**src/rtl/risc16_pkg.sv**
```systemverilog
// Shared constants for the 16-bit RISC core.
// Used by fetch, core and control unit.
package risc16_pkg;
  localparam int INSTR_W = 16;
  localparam logic [INSTR_W-1:0] NOP = 16'h0000;
  localparam int RESET_PC_DEF = 0;
endpackage

```
**src/rtl/instr_fetch_fifo.sv**
```systemverilog
// Prefetch queue: word + pc per entry, flushable.
// Head is held in its own registers so it keeps its last value when empty.
module fetch_fifo
  import risc16_pkg::*;
#(
  parameter int ADDR_W = 8,
  parameter int DEPTH  = 4,
  localparam int PW = $clog2(DEPTH),
  localparam int CW = PW + 1
) (
  input  logic               clk,
  input  logic               reset,
  input  logic               push,
  input  logic [INSTR_W-1:0] push_data,
  input  logic [ADDR_W-1:0]  push_pc,
  input  logic               pop,
  input  logic               flush,
  output logic [CW-1:0]      count,
  output logic               head_valid,
  output logic [INSTR_W-1:0] head_data,
  output logic [ADDR_W-1:0]  head_pc
);

  logic [INSTR_W-1:0] data_q [DEPTH];
  logic [ADDR_W-1:0]  pc_q   [DEPTH];

  logic [PW-1:0]      rd_q, rd_d;
  logic [PW-1:0]      wr_q, wr_d;
  logic [CW-1:0]      cnt_q, cnt_d;
  logic               hv_q, hv_d;
  logic [INSTR_W-1:0] hdata_q, hdata_d;
  logic [ADDR_W-1:0]  hpc_q, hpc_d;

  // Pointer/count update and next head selection
  always_comb begin
    rd_d    = rd_q;
    wr_d    = wr_q;
    cnt_d   = cnt_q;
    hdata_d = hdata_q;
    hpc_d   = hpc_q;
    if (flush) begin
      rd_d  = '0;
      wr_d  = '0;
      cnt_d = '0;
    end else begin
      rd_d  = rd_q + PW'(pop);
      wr_d  = wr_q + PW'(push);
      cnt_d = cnt_q + CW'(push) - CW'(pop);
    end
    hv_d = (cnt_d != '0);
    if (hv_d) begin
      if (cnt_q == CW'(pop)) begin
        hdata_d = push_data;
        hpc_d   = push_pc;
      end else begin
        hdata_d = data_q[rd_d];
        hpc_d   = pc_q[rd_d];
      end
    end
  end

  // Entry storage write
  always_ff @(posedge clk) begin
    if (push && !flush) begin
      data_q[wr_q] <= push_data;
      pc_q[wr_q]   <= push_pc;
    end
  end

  // Control and head registers
  always_ff @(posedge clk) begin
    if (reset) begin
      rd_q    <= '0;
      wr_q    <= '0;
      cnt_q   <= '0;
      hv_q    <= 1'b0;
      hdata_q <= NOP;
      hpc_q   <= '0;
    end else begin
      rd_q    <= rd_d;
      wr_q    <= wr_d;
      cnt_q   <= cnt_d;
      hv_q    <= hv_d;
      hdata_q <= hdata_d;
      hpc_q   <= hpc_d;
    end
  end

  assign count      = cnt_q;
  assign head_valid = hv_q;
  assign head_data  = hdata_q;
  assign head_pc    = hpc_q;

endmodule

```
**src/rtl/instr_fetch.sv**
```systemverilog
// Fetch stage: PC, imem request issue, kill on redirect.
// Returned words are queued in fetch_fifo and handed to the core.
module instr_fetch
  import risc16_pkg::*;
#(
  parameter int ADDR_W   = 8,
  parameter int DEPTH    = 4,
  parameter int RESET_PC = RESET_PC_DEF
) (
  input  logic               clk,
  input  logic               reset,
  input  logic               enable,
  input  logic               pc_load,
  input  logic [ADDR_W-1:0]  pc_load_addr,
  output logic               imem_req,
  output logic [ADDR_W-1:0]  imem_addr,
  input  logic [INSTR_W-1:0] imem_rdata,
  output logic               instr_valid,
  output logic [INSTR_W-1:0] instruction,
  output logic [ADDR_W-1:0]  instr_pc,
  input  logic               instr_ready
);

  localparam int CW = $clog2(DEPTH) + 1;
  localparam logic [ADDR_W-1:0] RST_PC = ADDR_W'(RESET_PC);
  localparam logic [CW:0] DEPTH_V = (CW + 1)'(DEPTH);

  logic [ADDR_W-1:0] fetch_pc_q, fetch_pc_d;
  logic [ADDR_W-1:0] req_addr_q, req_addr_d;
  logic              inflight_q, inflight_d;

  logic [CW-1:0] count;
  logic [CW:0]   occ;
  logic          issue;
  logic          push;
  logic          pop;

  // Issue when the queue can absorb every outstanding word
  always_comb begin
    occ   = {1'b0, count} + {{CW{1'b0}}, inflight_q};
    issue = !reset && enable && !pc_load && (occ < DEPTH_V);
    push  = inflight_q && !pc_load;
    pop   = instr_valid && instr_ready;
    imem_req  = issue;
    imem_addr = reset ? RST_PC : fetch_pc_q;
  end

  // Next PC, in-flight flag and return address
  always_comb begin
    fetch_pc_d = fetch_pc_q;
    if (pc_load) begin
      fetch_pc_d = pc_load_addr;
    end else if (issue) begin
      fetch_pc_d = fetch_pc_q + ADDR_W'(1);
    end
    inflight_d = issue;
    req_addr_d = issue ? fetch_pc_q : req_addr_q;
  end

  // Fetch state registers
  always_ff @(posedge clk) begin
    if (reset) begin
      fetch_pc_q <= RST_PC;
      req_addr_q <= RST_PC;
      inflight_q <= 1'b0;
    end else begin
      fetch_pc_q <= fetch_pc_d;
      req_addr_q <= req_addr_d;
      inflight_q <= inflight_d;
    end
  end

  fetch_fifo #(
    .ADDR_W (ADDR_W),
    .DEPTH  (DEPTH)
  ) u_fifo (
    .clk        (clk),
    .reset      (reset),
    .push       (push),
    .push_data  (imem_rdata),
    .push_pc    (req_addr_q),
    .pop        (pop),
    .flush      (pc_load),
    .count      (count),
    .head_valid (instr_valid),
    .head_data  (instruction),
    .head_pc    (instr_pc)
  );

endmodule
```
**config.mk**
```make
export PLATFORM = sky130hd
export DESIGN_NAME = instr_fetch
export DESIGN_NICKNAME = d
export VERILOG_FILES = /design/src/rtl/risc16_pkg.sv /design/src/rtl/instr_fetch_fifo.sv /design/src/rtl/instr_fetch.sv
export SDC_FILE = /design/constraint.sdc
export NUM_CORES = 1
export LEC_CHECK = 0
export CORE_MARGIN = 10
export CORE_UTILIZATION = 56
export CTS_CLUSTER_DIAMETER = 120
export DETAILED_ROUTE_END_ITERATION = 8
export DONT_BUFFER_PORTS = 1
export PLACE_DENSITY = 0.71
export SETUP_SLACK_MARGIN = 0.02
export SYNTH_ARGS = -nofsm -noshare
export SYNTH_HDL_FRONTEND = slang
export SYNTH_SLANG_ARGS = --single-unit
```
**constraint.sdc**
```tcl
create_clock -name clk -period 3.25 [get_ports clk]
set_clock_uncertainty 0.2 [all_clocks]
set_input_delay 0.65 -clock clk [delete_from_list [all_inputs] [get_ports clk]]
set_output_delay 0.65 -clock clk [all_outputs]
set_load 0.05 [all_outputs]
```
# Word level (Yosys, flattened, before mapping)
# Memories as Yosys holds them, arrays and structs flattened.
# Cells that the tools add are included.
op_classes:
  addsub: 6
  order_cmp: 1
  n_eq_ne: 1
  n_mux: 9
  n_reduce_logical: 11
op_table:
  columns: ["op", "n"]
  rows:
  - ["$mux W8", 4]
  - ["$mux W16", 1]
  - ["$add A8 B1 Y8 const B", 1]
  - ["$logic_and A1 B1 Y1", 6]
  - ["$add A2 B1 Y2", 2]
  - ["$add A3 B1 Y4", 1]
  - ["$lt A4 B3 Y1 const B", 1]
  - ["$add A3 B1 Y3", 1]
  - ["$eq A3 B1 Y1", 1]
  - ["$mux W3", 1]
  - ["$reduce_bool A3 Y1", 1]
  - ["$sub A3 B1 Y3", 1]
  - ["$logic_not A1 Y1", 2]
  - ["$mux W1", 2]
  - ["$mux W2", 1]
  - ["$reduce_bool A2 Y1", 1]
  - ["$reduce_or A2 Y1", 1]
totals:
  regBits: 49
  ramBits: 96
  in_bits: 29
  output_inout_bits: 34
  word_cells: 39
  n_memories: 2
memory_table:
  columns: ["name", "depth", "width", "read_ports", "rd_ports_with_merged_regs", "write_ports", "line_no", "text"]
  rows:
  - ["u_fifo.data_q", 4, 16, 1, 0, 1, "instr_fetch_fifo.sv:24", "logic [INSTR_W-1:0] data_q [DEPTH];"]
  - ["u_fifo.pc_q", 4, 8, 1, 0, 1, "instr_fetch_fifo.sv:25", "logic [ADDR_W-1:0] pc_q [DEPTH];"]

# Depth between registers and ports, before layout
depth:
  ltp_word: 6
  mapped_depth: 11
  mapped_depth_nobuf: 10

# Modules after synthesis
# A second synthesis with hierarchy kept.
hier_totals:
  hier_cells: 491
  area_unflattened_um2: 6088.3
by_module_without_submodules:
  columns: ["mod", "n_inst", "cells_per_inst", "area_each_um2", "seq_area_each_um2"]
  rows:
  - ["fetch_fifo", 1, 386, 5257.5, 3523.4]
  - ["instr_fetch", 1, 105, 830.8, 340.3]

# Worst setup path after synthesis
# No wires, ideal clock.
synth_path:
  path_kind: "input to register"
  startpoint: "input port pc_load"
  endpoint: "memory u_fifo.data_q[0][0] (enable)"
  t_arrival_ns: 2.868
  required_ns: 2.610
  path_slack_ns: -0.258
  path_stages: 3
  n_path_buf: 1
  path_cell_list: "buf_6 > nor2b_1 > nor3b_1"
synth_via:
  elab_chain_len: 5
synth_rtl:
  columns: ["element", "line_no", "text"]
  rows:
  - ["start: declaration", "instr_fetch.sv:13", "input logic pc_load,"]
  - ["$logic_not A1 Y1 *", "instr_fetch_fifo.sv:64, instr_fetch.sv:42", null]
  - ["$logic_and A1 B1 Y1", "instr_fetch.sv:42", "push = inflight_q && !pc_load;"]
  - ["$logic_and A1 B1 Y1 *", "instr_fetch_fifo.sv:64", "if (push && !flush) begin"]
  - ["$mux W1 *", "instr_fetch_fifo.sv:64", null]
  - ["$mux W1 (not written as such) *", "instr_fetch_fifo.sv:65", "data_q[wr_q] <= push_data;"]
  - ["end: declaration", "instr_fetch_fifo.sv:24", null]
# Every way passes the cells marked *; elsewhere a longest branch is shown, timed or not.

# Final worst setup path
layout_path:
  startpoint: "register u_fifo.hv_q (netlist: u_fifo.head_valid)"
  endpoint: "register u_fifo.hpc_q[7] (netlist: u_fifo.head_pc[7])"
layout_via:
  elab_chain_len: 5
  word_cells_on_any_way: 9
  classes_between: "add/sub (2); eq/ne (1); mux (3); reduce/logical (2); memory (1)"
layout_rtl:
  columns: ["element", "line_no", "text"]
  rows:
  - ["start: declaration", "instr_fetch_fifo.sv:30", "logic hv_q, hv_d;"]
  - ["start signal: assignment", "instr_fetch_fifo.sv:83", "hv_q <= hv_d;"]
  - ["$logic_and A1 B1 Y1 *", "instr_fetch.sv:43", "pop = instr_valid && instr_ready;"]
  - ["$add A2 B1 Y2", "instr_fetch_fifo.sv:46", "rd_d = rd_q + PW'(pop);"]
  - ["$mux W2", "instr_fetch_fifo.sv:41", "if (flush) begin"]
  - ["$mem_v2 Z4 W8", null, null]
  - ["$mux W8", "instr_fetch_fifo.sv:52", "if (cnt_q == CW'(pop)) begin"]
  - ["end signal: assignment", "instr_fetch_fifo.sv:85", "hpc_q <= hpc_d;"]
  - ["end: declaration", "instr_fetch_fifo.sv:32", "logic [ADDR_W-1:0] hpc_q, hpc_d;"]
# Marks and branches as above.
# A chain may end at the register's enable or synchronous reset.

==> flow_summary.json <==
{
  "hold_class": "in2reg",
  "combPwrFrac": 0.038,
  "die_x_um": 122,
  "ys_ff_latch": 145,
  "synth_nets": 432,
  "post-route-period-util": 0.970,
  "maxSlewHeadroom": 0.521,
  "grt_overflow": 0,
  "dr.pass1.iters": 4,
  "cp.required_ns": 3.51,
  "max_freq_mhz": 317,
  "cts_buffer_depth": 2,
  "antenna_found_initial": 0,
  "io-pin-count": 63,
  "synth_xor_area_frac": 0.0121,
  "clockRootBuffer": "clkbuf_8",
  "run_status": "finished clean",
  "fin_crit_ns": 3.15,
  "drc": 0,
  "slew_viol_final": 0,
  "placed_cells": 538,
  "setup_tns_ns": 0,
  "gp_congestion": 0.765,
  "num_rows": 37,
  "yosysSeqAreaShare": 0.667,
  "synthAdderAreaFrac": 0.0121,
  "h-tree-depth": 4,
  "die_area_mm2": 0.0148,
  "initial_core_util": 0.568,
  "synth-compound-area-share": 0.141,
  "io_buffers": 0,
  "path_common_cell": "buf_4",
  "postCtsSetupBuffers": 0,
  "end_kind": "flip-flop",
  "vias_per_cell": 6.00,
  "netlist.top_cell.by_area": "edfxtp_1",
  "rsz0062_at_grt": "false",
  "diodes": 0,
  "die_y_um": 122,
  "crit_path_start_kind": "flip-flop",
  "arrival_ns": 3.41,
  "tritoncts": "yes",
  "fin_cells": 572,
  "utilization": 0.654,
  "synth_common_cells": "edfxtp_1 (96), dfxtp_1 (49), nand2_1 (28), a221oi_1 (25)",
  "setup_slack_ns": 0.0991,
  "routed_wl_um": 12000,
  "drt_iter0_drc": 321,
  "hold_violations": 0,
  "synth_top_family_by_area": "compound AO/OA/AOI/OAI gates",
  "slowest_delay_ns": 0.38,
  "max-vdd-ir-drop_uv": 355,
  "synth_top_area_share": 0.498,
  "crit_path_max_fanout": 10,
  "cpMaxStageDelayCell": "fa_1",
  "synth_most_common_cell": "edfxtp_1",
  "worst_slew_pin_slew_ns": 0.718,
  "first_global_vias": 3512,
  "synth_cell_types": 43,
  "path_clk_slew_ns": 0.06,
  "ys_warn_count": 0,
  "total_leakage_power_nw": 2.29,
  "setup_viol_count_final": 0,
  "vias": 3434,
  "synth-simple-area-share": 0.0741,
  "ys.flop_type": "edfxtp_1",
  "grt_start_max_net_pins": 29,
  "groute.usage.overall": 0.167,
  "worst-path-buf-inv": 4,
  "crit_chain": "nand2_1 -> xnor2_1 -> ha_1 -> inv_1 -> fa_1 -> xnor2_1 -> buf_4 -> a31oi_4 -> buf_4 -> o21ai_2 -> buf_4 -> a221oi_1 -> a221o_1",
  "synth_edf_count": 96,
  "power_frac_seq": 0.515,
  "synthTopCellsByArea": "edfxtp_1 (50%), dfxtp_1 (17%), a221o_1 (4.1%)",
  "p_total_mw": 4.01,
  "final_nets": 457,
  "worstSkewPairLatency_ns": 0.52,
  "area_growth_pct": 15.1,
  "critical_path_class": "reg2reg",
  "p_sw_mw": 0.917,
  "ys_async_sr_fraction": 0,
  "final_layout_size_suffix_gt1_frac": 0.234,
  "synth_cells": 398,
  "cts_made_buffers": 17,
  "hpwl_um": 7140,
  "cpLargestDelayFamily": "compound AO/OA/AOI/OAI gates",
  "core_mm2": 0.0102,
  "p_per_area_mw_per_mm2": 602,
  "wl_per_cell_um": 21.0,
  "grt_pass1_wl_um": 19200,
  "intPower_mw": 3.10,
  "muxShareOfSynthArea": 0.0640,
  "pwr-share-clk": 0.447,
  "syn_area_per_cell_um2": 14.5,
  "clock_sinks": 145,
  "pre_cts_ws_ns": -0.310,
  "cap_viol_max_count": 0,
  "switching_share": 0.228,
  "ant_nets": 0,
  "netlist_area_mm2": 0.00579
}
area by class of cell:
class	count	area, um^2
fill	715	3520
inverter	6	22.5
multi-input combinational	225	1800
clock inverter	14	128
timing repair buffer	28	250
tap	136	170
sequential	145	3860
clock buffer	18	428
sequential cells by signal, indices dropped and copies added, names as in the netlist:
signal / cells
inflight_q: 1
u_fifo.pc_q: 32
u_fifo.wr_q: 2
u_fifo.head_valid: 1
u_fifo.data_q: 64
fetch_pc_q: 8
req_addr_q: 8
u_fifo.head_data: 16
u_fifo.rd_q: 2
u_fifo.head_pc: 8
u_fifo.count: 3
layout by cell type, fill, tap and decap left out, types with 16 or more instances in the layout:
| master | instances |
|---|---|
| edfxtp_1 | 96 |
| dfxtp_1 | 48 |
| nand2_1 | 28 |
| a221oi_1 | 25 |
| mux2i_1 | 24 |
| a221o_1 | 24 |
| buf_4 | 24 |
| a21oi_2 | 21 |
| nor2b_1 | 20 |
| nor2_1 | 16 |
| clkbuf_16 | 16 |
kinds of logic after synthesis:
group,Yosys count
buffers and inverters,29
XOR/XNOR,8
AO/OA/AOI/OAI,94
flip-flops,145
AND/OR/NAND/NOR,82
adder cells (fa/ha/maj),5
multiplexers,35
routing by layer:
metal,vias up,global-route usage,part of all wire
met3,9,0.0569,0.062
met1,1715,0.205,0.43
li1,1609,-,-
met2,101,0.274,0.50
met4,0,0.0507,0.0077
met5,-,0,0
what timing repair did:
| item | in CTS | in global routing |
|---|---|---|
| setup endpoints to repair | 24 | 0 |
| hold endpoints to repair | 10 | 0 |
| resized for setup | 1 | 0 |
| hold buffers | 1 | 0 |
path summary, 6_finish.rpt:
kind / cells past startpoint / slack, ns / endpoint / start
worst max-delay path: 13 / 0.1 / u_fifo.head_pc[7]$_SDFFE_PP0P_ / u_fifo.head_valid$_SDFF_PP0_
worst min-delay path: 0 / 0.02 / u_fifo.data_q[3][15]$_DFFE_PP_ / imem_rdata[15]
worst max register to register: 13 / 0.1 / u_fifo.head_pc[7]$_SDFFE_PP0P_ / u_fifo.head_valid$_SDFF_PP0_
worst min register to register: 2 / 0.31 / fetch_pc_q[1]$_SDFFE_PP0P_ / fetch_pc_q[1]$_SDFFE_PP0P_
stage by stage:
| stage | hold slack (ns) | cell area (um^2) |
|---|---|---|
| 6_report | 0.0235 | 6660 |
| 5_1_grt | 0.000998 | 6660 |
| 4_1_cts | 0.00447 | 6660 |
| 3_5_place_dp | 0.294 | 6080 |
| 3_3_place_gp | 0.280 | 6080 |
| 2_1_floorplan | 0.270 | 5800 |
power by group through the flow:
stage / Clock (mW) / Sequential [mW] / Combinational, mW
2_1_floorplan: 0 / 2.10 / 0.108
3_3_place_gp: 0 / 2.10 / 0.143
3_5_place_dp: 0 / 2.10 / 0.146
4_1_cts: 1.83 / 2.07 / 0.154
5_1_grt: 1.90 / 2.07 / 0.167
6_report: 1.79 / 2.07 / 0.154
(Power assumes the default switching activity.)
